## config.mk

```make
export PLATFORM = sky130hd
export DESIGN_NAME = vl_systest_sweep_compare_flat
export DESIGN_NICKNAME = d
export VERILOG_FILES = /design/src/rtl/vl_systest_pkg.sv /design/src/rtl/vl_systest_sweep_compare_if.sv /design/src/rtl/vl_systest_sat_ctr.sv /design/src/rtl/vl_systest_sweep_compare.sv /design/src/flat_wrapper.sv
export SDC_FILE = /design/constraint.sdc
export NUM_CORES = 1
export LEC_CHECK = 0
export CAP_MARGIN = 15
export CORE_AREA = 10 10 263 265
export CTS_CLUSTER_SIZE = 16
export DETAILED_ROUTE_END_ITERATION = 10
export DIE_AREA = 0 0 273 275
export PLACE_DENSITY = 0.59
export SETUP_SLACK_MARGIN = 0.4
export SLEW_MARGIN = 20
export SYNTH_ARGS = -nofsm -noshare
export SYNTH_HDL_FRONTEND = slang
export SYNTH_SLANG_ARGS = --single-unit
```

## constraint.sdc

```tcl
create_clock -name clk -period 9.49 [get_ports clk]
set_input_delay 1.4235 -clock clk [delete_from_list [all_inputs] [get_ports clk]]
set_output_delay 1.4235 -clock clk [all_outputs]
set_load 0.1 [all_outputs]
```

## src/rtl/vl_systest_pkg.sv

```systemverilog
// ---------------------------------------------------------------------------
// vl_systest_pkg
// Shared types for the VL systest spec-vs-impl sweep comparator.
//   state_t       sweep controller states
//   DIGIT_*       2-bit codes for one 4-valued stimulus digit
//   decode_digit  turns a digit code into the 4-state bit driven on stim_o
// ---------------------------------------------------------------------------
package vl_systest_pkg;

    typedef enum logic [2:0] {
        IDLE,
        PRE0,
        PRE1,
        SETTLE,
        CHECK,
        DONE
    } state_t;

    localparam logic [1:0] DIGIT_ZERO = 2'd0;
    localparam logic [1:0] DIGIT_ONE  = 2'd1;
    localparam logic [1:0] DIGIT_X    = 2'd2;
    localparam logic [1:0] DIGIT_Z    = 2'd3;

    // Maps a digit code onto the value applied to one stimulus bit.
    function automatic logic decode_digit(input logic [1:0] code);
        case (code)
            DIGIT_ZERO: return 1'b0;
            DIGIT_ONE:  return 1'b1;
            DIGIT_X:    return 1'bx;
            default:    return 1'bz;
        endcase
    endfunction

endpackage

```

## src/rtl/vl_systest_sweep_compare_if.sv

```systemverilog
// ---------------------------------------------------------------------------
// vl_systest_sweep_compare_if
// Bundles the control, compare and status signals of the sweep comparator.
//   master modport: test environment (drives start/chan_mask/spec_i/impl_i)
//   slave modport:  the comparator (drives stim_o and all status outputs)
// Parameters must match those given to vl_systest_sweep_compare.
// ---------------------------------------------------------------------------
interface vl_systest_sweep_compare_if #(
    parameter int IN_WIDTH   = 4,
    parameter int NUM_INPUTS = 2,
    parameter int NUM_CHANS  = 9,
    parameter int CHAN_WIDTH = 28,
    parameter int CNT_WIDTH  = 16,
    parameter int TWO_STATE  = 0
);
    localparam int D    = IN_WIDTH * NUM_INPUTS;
    localparam int IDXW = (TWO_STATE != 0) ? D : 2 * D;
    localparam int CHW  = (NUM_CHANS > 1) ? $clog2(NUM_CHANS) : 1;

    logic                            start;
    logic [NUM_CHANS-1:0]            chan_mask;
    logic [NUM_CHANS*CHAN_WIDTH-1:0] spec_i;
    logic [NUM_CHANS*CHAN_WIDTH-1:0] impl_i;
    logic [D-1:0]                    stim_o;
    logic                            busy;
    logic                            done;
    logic                            fail_any;
    logic [NUM_CHANS-1:0]            chan_fail;
    logic [NUM_CHANS*CNT_WIDTH-1:0]  fail_count;
    logic                            first_fail_valid;
    logic [IDXW-1:0]                 first_fail_idx;
    logic [CHW-1:0]                  first_fail_chan;

    modport master (
        output start, chan_mask, spec_i, impl_i,
        input  stim_o, busy, done, fail_any, chan_fail, fail_count,
               first_fail_valid, first_fail_idx, first_fail_chan
    );

    modport slave (
        input  start, chan_mask, spec_i, impl_i,
        output stim_o, busy, done, fail_any, chan_fail, fail_count,
               first_fail_valid, first_fail_idx, first_fail_chan
    );

endinterface

```

## src/rtl/vl_systest_sat_ctr.sv

```systemverilog
// ---------------------------------------------------------------------------
// vl_systest_sat_ctr
// Saturating up-counter with synchronous clear.
//   clk, rst  clock / asynchronous active-high reset
//   clear     zero the count (wins over inc)
//   inc       add one unless already all-ones
//   count     current value
// ---------------------------------------------------------------------------
module vl_systest_sat_ctr #(
    parameter int CNT_WIDTH = 16
) (
    input  logic                 clk,
    input  logic                 rst,
    input  logic                 clear,
    input  logic                 inc,
    output logic [CNT_WIDTH-1:0] count
);
    localparam logic [CNT_WIDTH-1:0] CNT_ONE = CNT_WIDTH'(1);

    always_ff @(posedge clk or posedge rst) begin
        if (rst) begin
            count <= '0;
        end else if (clear) begin
            count <= '0;
        end else if (inc && (count != '1)) begin
            count <= count + CNT_ONE;
        end
    end

endmodule

```

## src/rtl/vl_systest_sweep_compare.sv

```systemverilog
// ---------------------------------------------------------------------------
// vl_systest_sweep_compare
// Sweeps every 2- or 4-valued combination onto the stimulus inputs of a
// spec/impl DUT pair, waits SETTLE_CYCLES, then case-compares each packed
// output channel. Keeps sticky per-channel fail flags, saturating mismatch
// counts and the first failing vector/channel.
//   clk, rst   clock / asynchronous active-high reset
//   bus.start, bus.chan_mask        sweep request and channel enables
//   bus.spec_i, bus.impl_i          packed DUT outputs to compare
//   bus.stim_o                      stimulus to both DUTs
//   bus.busy, bus.done              sweep status
//   bus.fail_any, bus.chan_fail, bus.fail_count, bus.first_fail_*  results
// ---------------------------------------------------------------------------
module vl_systest_sweep_compare
    import vl_systest_pkg::*;
#(
    parameter int IN_WIDTH      = 4,
    parameter int NUM_INPUTS    = 2,
    parameter int NUM_CHANS     = 9,
    parameter int CHAN_WIDTH    = 28,
    parameter int SETTLE_CYCLES = 10,
    parameter int CNT_WIDTH     = 16,
    parameter int TWO_STATE     = 0
) (
    input  logic                    clk,
    input  logic                    rst,
    vl_systest_sweep_compare_if.slave bus
);
    localparam int D    = IN_WIDTH * NUM_INPUTS;
    localparam int IDXW = (TWO_STATE != 0) ? D : 2 * D;
    localparam int CHW  = (NUM_CHANS > 1) ? $clog2(NUM_CHANS) : 1;
    localparam int SCW  = (SETTLE_CYCLES > 1) ? $clog2(SETTLE_CYCLES) : 1;

    localparam logic [SCW-1:0]  SETTLE_LAST = SCW'(SETTLE_CYCLES - 1);
    localparam logic [SCW-1:0]  SETTLE_ONE  = SCW'(1);
    localparam logic [IDXW-1:0] IDX_ONE     = IDXW'(1);

    state_t                         state;
    state_t                         next_state;
    logic [IDXW-1:0]                idx;
    logic [SCW-1:0]                 settle_cnt;
    logic [NUM_CHANS-1:0]           mask_q;
    logic [NUM_CHANS-1:0]           chan_fail_q;
    logic [NUM_CHANS-1:0]           mismatch;
    logic [CHW-1:0]                 low_chan;
    logic                           sweep_clear;
    logic                           check_en;
    logic [D-1:0]                   vec_stim;
    logic [D-1:0]                   stim;
    logic                           ff_valid;
    logic [IDXW-1:0]                ff_idx;
    logic [CHW-1:0]                 ff_chan;
    logic [NUM_CHANS*CNT_WIDTH-1:0] counts;

    always_ff @(posedge clk or posedge rst) begin
        if (rst) begin
            state      <= IDLE;
            idx        <= '0;
            settle_cnt <= '0;
            mask_q     <= '0;
        end else begin
            state <= next_state;
            // The index stops at all-ones so DONE keeps showing the last vector.
            if (sweep_clear) begin
                idx    <= '0;
                mask_q <= bus.chan_mask;
            end else if (check_en && (idx != '1)) begin
                idx <= idx + IDX_ONE;
            end
            if (state == SETTLE) begin
                settle_cnt <= settle_cnt + SETTLE_ONE;
            end else begin
                settle_cnt <= '0;
            end
        end
    end

    always_comb begin
        next_state  = state;
        sweep_clear = 1'b0;
        check_en    = 1'b0;
        case (state)
            IDLE, DONE: begin
                if (bus.start) begin
                    next_state  = PRE0;
                    sweep_clear = 1'b1;
                end
            end
            PRE0:   next_state = PRE1;
            PRE1:   next_state = SETTLE;
            SETTLE: begin
                if (settle_cnt == SETTLE_LAST) begin
                    next_state = CHECK;
                end
            end
            CHECK: begin
                check_en   = 1'b1;
                next_state = (idx == '1) ? DONE : PRE0;
            end
            default: next_state = IDLE;
        endcase
    end

    // Vector decode: stim bit j is driven by index digit j, so the last
    // digit (stim LSB) changes fastest as idx counts up.
    generate
        if (TWO_STATE != 0) begin : g_two_state
            assign vec_stim = idx;
        end else begin : g_four_state
            always_comb begin
                vec_stim = '0;
                for (int j = 0; j < D; j++) begin
                    vec_stim[j] = decode_digit(idx[2*j +: 2]);
                end
            end
        end
    endgenerate

    // PRE0 then PRE1 guarantee every stimulus bit toggles before each vector.
    always_comb begin
        case (state)
            PRE0:                 stim = '0;
            PRE1:                 stim = '1;
            SETTLE, CHECK, DONE:  stim = vec_stim;
            default:              stim = '0;
        endcase
    end

    // Case inequality keeps X/Z differences visible while the result stays 0/1.
    always_comb begin
        mismatch = '0;
        for (int c = 0; c < NUM_CHANS; c++) begin
            mismatch[c] = mask_q[c] &&
                (bus.spec_i[c*CHAN_WIDTH +: CHAN_WIDTH] !== bus.impl_i[c*CHAN_WIDTH +: CHAN_WIDTH]);
        end
    end

    always_comb begin
        low_chan = '0;
        for (int c = NUM_CHANS - 1; c >= 0; c--) begin
            if (mismatch[c]) begin
                low_chan = CHW'(c);
            end
        end
    end

    always_ff @(posedge clk or posedge rst) begin
        if (rst) begin
            chan_fail_q <= '0;
            ff_valid    <= 1'b0;
            ff_idx      <= '0;
            ff_chan     <= '0;
        end else if (sweep_clear) begin
            chan_fail_q <= '0;
            ff_valid    <= 1'b0;
            ff_idx      <= '0;
            ff_chan     <= '0;
        end else if (check_en) begin
            chan_fail_q <= chan_fail_q | mismatch;
            if (!ff_valid && (|mismatch)) begin
                ff_valid <= 1'b1;
                ff_idx   <= idx;
                ff_chan  <= low_chan;
            end
        end
    end

    generate
        for (genvar g = 0; g < NUM_CHANS; g++) begin : g_chan
            vl_systest_sat_ctr #(
                .CNT_WIDTH(CNT_WIDTH)
            ) u_ctr (
                .clk  (clk),
                .rst  (rst),
                .clear(sweep_clear),
                .inc  (check_en && mismatch[g]),
                .count(counts[g*CNT_WIDTH +: CNT_WIDTH])
            );
        end
    endgenerate

    assign bus.stim_o           = stim;
    assign bus.busy             = (state == PRE0) || (state == PRE1) ||
                                  (state == SETTLE) || (state == CHECK);
    assign bus.done             = (state == DONE);
    assign bus.chan_fail        = chan_fail_q;
    assign bus.fail_any         = |chan_fail_q;
    assign bus.fail_count       = counts;
    assign bus.first_fail_valid = ff_valid;
    assign bus.first_fail_idx   = ff_idx;
    assign bus.first_fail_chan  = ff_chan;

endmodule

```

## src/flat_wrapper.sv

```systemverilog
// flat-port wrapper written by rule: the top's interface ports become plain ports
module vl_systest_sweep_compare_flat import vl_systest_pkg::*;
#(
    parameter int IN_WIDTH      = 4,
    parameter int NUM_INPUTS    = 2,
    parameter int NUM_CHANS     = 9,
    parameter int CHAN_WIDTH    = 28,
    parameter int SETTLE_CYCLES = 10,
    parameter int CNT_WIDTH     = 16,
    parameter int TWO_STATE     = 0
)
  (clk, rst, bus_start, bus_chan_mask, bus_spec_i, bus_impl_i, bus_stim_o, bus_busy, bus_done, bus_fail_any, bus_chan_fail, bus_fail_count, bus_first_fail_valid, bus_first_fail_idx, bus_first_fail_chan);
  vl_systest_sweep_compare_if #(.IN_WIDTH(IN_WIDTH), .NUM_INPUTS(NUM_INPUTS), .NUM_CHANS(NUM_CHANS), .CHAN_WIDTH(CHAN_WIDTH), .CNT_WIDTH(CNT_WIDTH), .TWO_STATE(TWO_STATE)) bus_i ();
  input  logic clk;
  input  logic rst;
  input wire logic [$bits(bus_i.start)-1:0] bus_start;
  input wire logic [$bits(bus_i.chan_mask)-1:0] bus_chan_mask;
  input wire logic [$bits(bus_i.spec_i)-1:0] bus_spec_i;
  input wire logic [$bits(bus_i.impl_i)-1:0] bus_impl_i;
  output wire logic [$bits(bus_i.stim_o)-1:0] bus_stim_o;
  output wire logic [$bits(bus_i.busy)-1:0] bus_busy;
  output wire logic [$bits(bus_i.done)-1:0] bus_done;
  output wire logic [$bits(bus_i.fail_any)-1:0] bus_fail_any;
  output wire logic [$bits(bus_i.chan_fail)-1:0] bus_chan_fail;
  output wire logic [$bits(bus_i.fail_count)-1:0] bus_fail_count;
  output wire logic [$bits(bus_i.first_fail_valid)-1:0] bus_first_fail_valid;
  output wire logic [$bits(bus_i.first_fail_idx)-1:0] bus_first_fail_idx;
  output wire logic [$bits(bus_i.first_fail_chan)-1:0] bus_first_fail_chan;
  assign bus_i.start = bus_start;
  assign bus_i.chan_mask = bus_chan_mask;
  assign bus_i.spec_i = bus_spec_i;
  assign bus_i.impl_i = bus_impl_i;
  assign bus_stim_o = bus_i.stim_o;
  assign bus_busy = bus_i.busy;
  assign bus_done = bus_i.done;
  assign bus_fail_any = bus_i.fail_any;
  assign bus_chan_fail = bus_i.chan_fail;
  assign bus_fail_count = bus_i.fail_count;
  assign bus_first_fail_valid = bus_i.first_fail_valid;
  assign bus_first_fail_idx = bus_i.first_fail_idx;
  assign bus_first_fail_chan = bus_i.first_fail_chan;
  vl_systest_sweep_compare #(.IN_WIDTH(IN_WIDTH), .NUM_INPUTS(NUM_INPUTS), .NUM_CHANS(NUM_CHANS), .CHAN_WIDTH(CHAN_WIDTH), .SETTLE_CYCLES(SETTLE_CYCLES), .CNT_WIDTH(CNT_WIDTH), .TWO_STATE(TWO_STATE)) u_core (.clk(clk), .rst(rst), .bus(bus_i));
endmodule
```

==> flow_summary.ini <==
[global_routing]
grt_use_met3 = 0.0419
grt_pass1_wl_mm = 109
met2_usage = 0.352
grt_use_met1 = 0.228
grt_use_total = 0.198
grt_pass1_vias = 14100
top_usage_layer = met2
antenna_found_initial = 55
grt_max_degree = 82
grt_remaining_overflow = 0

[routing]
wl_mm = 78.4
drc_errors = 0
wl_per_cell_microns = 26.0
viasPerCell = 4.60
drtIter0Drc = 837
drtPass1Iterations = 5
antenna_left = 0
vias = 13900

[finish]
final_common_cell = clkdlybuf4s50_1
fillCellCount = 6429
area_growth_pct = 67.1
nets = 2644
layout_common_cells = 692 x clkdlybuf4s50_1, 262 x xor2_1, 206 x dfrtp_1
drive_gt1_frac = 0.0441

[floorplanning]
boundaryPins = 701
die_w_microns = 273
coreArea_sq_um = 63900
start_util = 0.207
num_rows = 93
die_area_sq_um = 75100
die_height_microns = 275

[timing]
slew_violations = 0
max_freq_mhz = 216
rsz0062_at_grt = no
setup_tns_ns = 0
slew_headroom = 0.225
tightestPinTransition_ns = 1.16
period_share = 0.487
setup_slack_ns = 4.87
post-route-min-period_ns = 4.62
fin_skew_ns = 0.0167
final_hold_viol_count = 0
setup_viol_count_final = 0

[power]
switching_share = 0.384
p_leak_nw = 8.93
internal-power_w = 0.00205
ir_drop_v = 0.000346
cellPowerDensity_nw_per_um2 = 150
p_clk_frac = 0.322
switching_power_w = 0.00128
combinationalPowerShare = 0.355
pwr-share-seq = 0.323

[logic_synthesis]
netlist_instances = 1423
synth_top_flop_cell = dfrtp_1
async_reset_ff_frac = 1.00
synth_top_cells_by_area = dfrtp_1 39%, xor2_1 17%, xnor2_1 4.7%, nor4_1 3.4%, nand2_1 3.4%
yosys.area.top_type_share = 0.389
synth_nets = 1952
syn_area_sq_um = 13200
synth_seq_cells = 206
seq_area_frac_synth = 0.389
ys_types = 71
syn_avg_cell_area_sq_um = 9.31
synth_warnings = 0
yosys.area.top_type = dfrtp_1
synth_edf_count = 0

[worst_setup_path]
worstPathRequired_ns = 8.07
crit_arrival_ns = 3.20
setup.worst_path.class = register to primary output
start_kind = register
path_max_fanout = 7
endpoint_kind = primary output

[cts]
cts.sinks = 206
cts.reportedPaths.clkPinSlew_ns = 0.06
clock-root-buffer = clkbuf_16
postCtsSetupBuffers = 0
cts_max_level = 1
postCtsHoldBufs = 0
clockBufferDepth = 3
numCtsBuffers = 27
clk_latency_ns = 0.57
cts_tree = yes
cts_resized = 0

[run]
drv_cap = 0

[placed_design]
dp_hpwl_mm = 66.3
dpl_worst_slack_ns = 4.92
port_buffers = 700
gp_congestion = 0.940

[outcome]
status = finished, final reports clean

[worst_hold_path]
hp-class = register to register
[cells in the mapped netlist, drive strengths merged (18+ instances only)]
cell type,count
mux2i,31
o31ai,27
xnor2,71
nor2,117
xor2,262
dfrtp,206
a21oi,44
nand4,52
inv,43
and2,18
o211ai,26
or3,31
nand3,64
and4,19
clkbuf,22
nand2,121
buf,25
nor4,73
o21ai,45
[power by group through the flow]
stage / clock network [W] / registers, W / logic [W]
6_report: 0.00107 / 0.00107 / 0.00118
5_1_grt: 0.00113 / 0.00109 / 0.00125
4_1_cts: 0.00110 / 0.00107 / 0.00119
3_5_place_dp: 0 / 0.00109 / 0.00118
3_3_place_gp: 0 / 0.00108 / 0.00117
2_1_floorplan: 0 / 0.00126 / 0.000507
[metal layers]
| layer | share of wire | vias up |
|---|---|---|
| li1 | - | 6434 |
| met1 | 0.39 | 6700 |
| met2 | 0.50 | 593 |
| met3 | 0.065 | 130 |
| met4 | 0.043 | 4 |
| met5 | 0.00046 | - |
[through the flow]
stage                     instance area [sq um]  power [W]  hold slack, ns  utilization  std cells
after floorplan                           13200    0.00176           0.460            -       1423
after global placement                    21200    0.00226           0.472        0.331       2940
after detailed placement                  21200    0.00227           0.491        0.331       2940
after CTS                                 22100    0.00336           0.510        0.345       2987
after global routing                      22100    0.00348           0.524        0.346       3007
final                                     22100    0.00333           0.505        0.346       3013
[layout make-up]
class / count / area (sq um) / share of cell area
inverters: 43 / 169 / 0.00763
multi-input cells: 1127 / 7710 / 0.348
well taps: 855 / 1070 / 0.0483
flip-flops and latches: 206 / 5150 / 0.233
clock inverters: 9 / 141 / 0.00639
diodes: 25 / 62.6 / 0.00283
clock buffers: 38 / 767 / 0.0347
repair buffers: 710 / 7050 / 0.319
[worst paths after layout]
check / slack, ns / end / startpoint / cells after the start
worst max-delay path: 4.87 / bus_stim_o[1] / u_core.state[2]$_DFFE_PP0P_ / 4
worst min-delay path: 0.51 / u_core.settle_cnt[0]$_DFF_PP0_ / u_core.settle_cnt[0]$_DFF_PP0_ / 1
worst max register to register: 6.48 / u_core.g_chan[8].u_ctr.count[13]$_DFFE_PP0P_ / u_core.state[1]$_DFFE_PP0P_ / 9
worst min register to register: 0.51 / u_core.settle_cnt[0]$_DFF_PP0_ / u_core.settle_cnt[0]$_DFF_PP0_ / 1
max in group asynchronous: 6.68 / u_core.g_chan[3].u_ctr.count[5]$_DFFE_PP0P_ / rst / 3
min in group asynchronous: 1.35 / u_core.g_chan[7].u_ctr.count[5]$_DFFE_PP0P_ / rst / 2
[logic make-up (layout without fill, tap and decap cells)]
group                    count (synthesis)  count (layout)  synth area share
AND/OR/NAND/NOR                        564             564             0.229
buffers and inverters                   90             800            0.0289
flip-flops                             206             206             0.389
adder cells (fa/ha/maj)                 13              13            0.0123
other                                    0              25                 0
AO/OA/AOI/OAI                          186             186            0.0974
XOR/XNOR                               333             333             0.220
multiplexers                            31              31            0.0234
[sequential cells by signal (all words and copies together), names as in the netlist]
signal	flops
u_core.bus.first_fail_valid	1
u_core.bus.first_fail_idx	16
u_core.bus.first_fail_chan	4
u_core.g_chan.u_ctr.count	144
u_core.settle_cnt	4
u_core.idx	16
u_core.mask_q	9
u_core.bus.chan_fail	9
u_core.state	3
[worst max-delay path, cell delays in order, from the launching register on]
cell and delay (ns):
dfrtp_1 0.48, nor2b_1 0.33, nor2_1 0.18, o21ai_0 0.41
clkdlybuf4s50_1 1.23
Power figures use the tool's default switching activity.
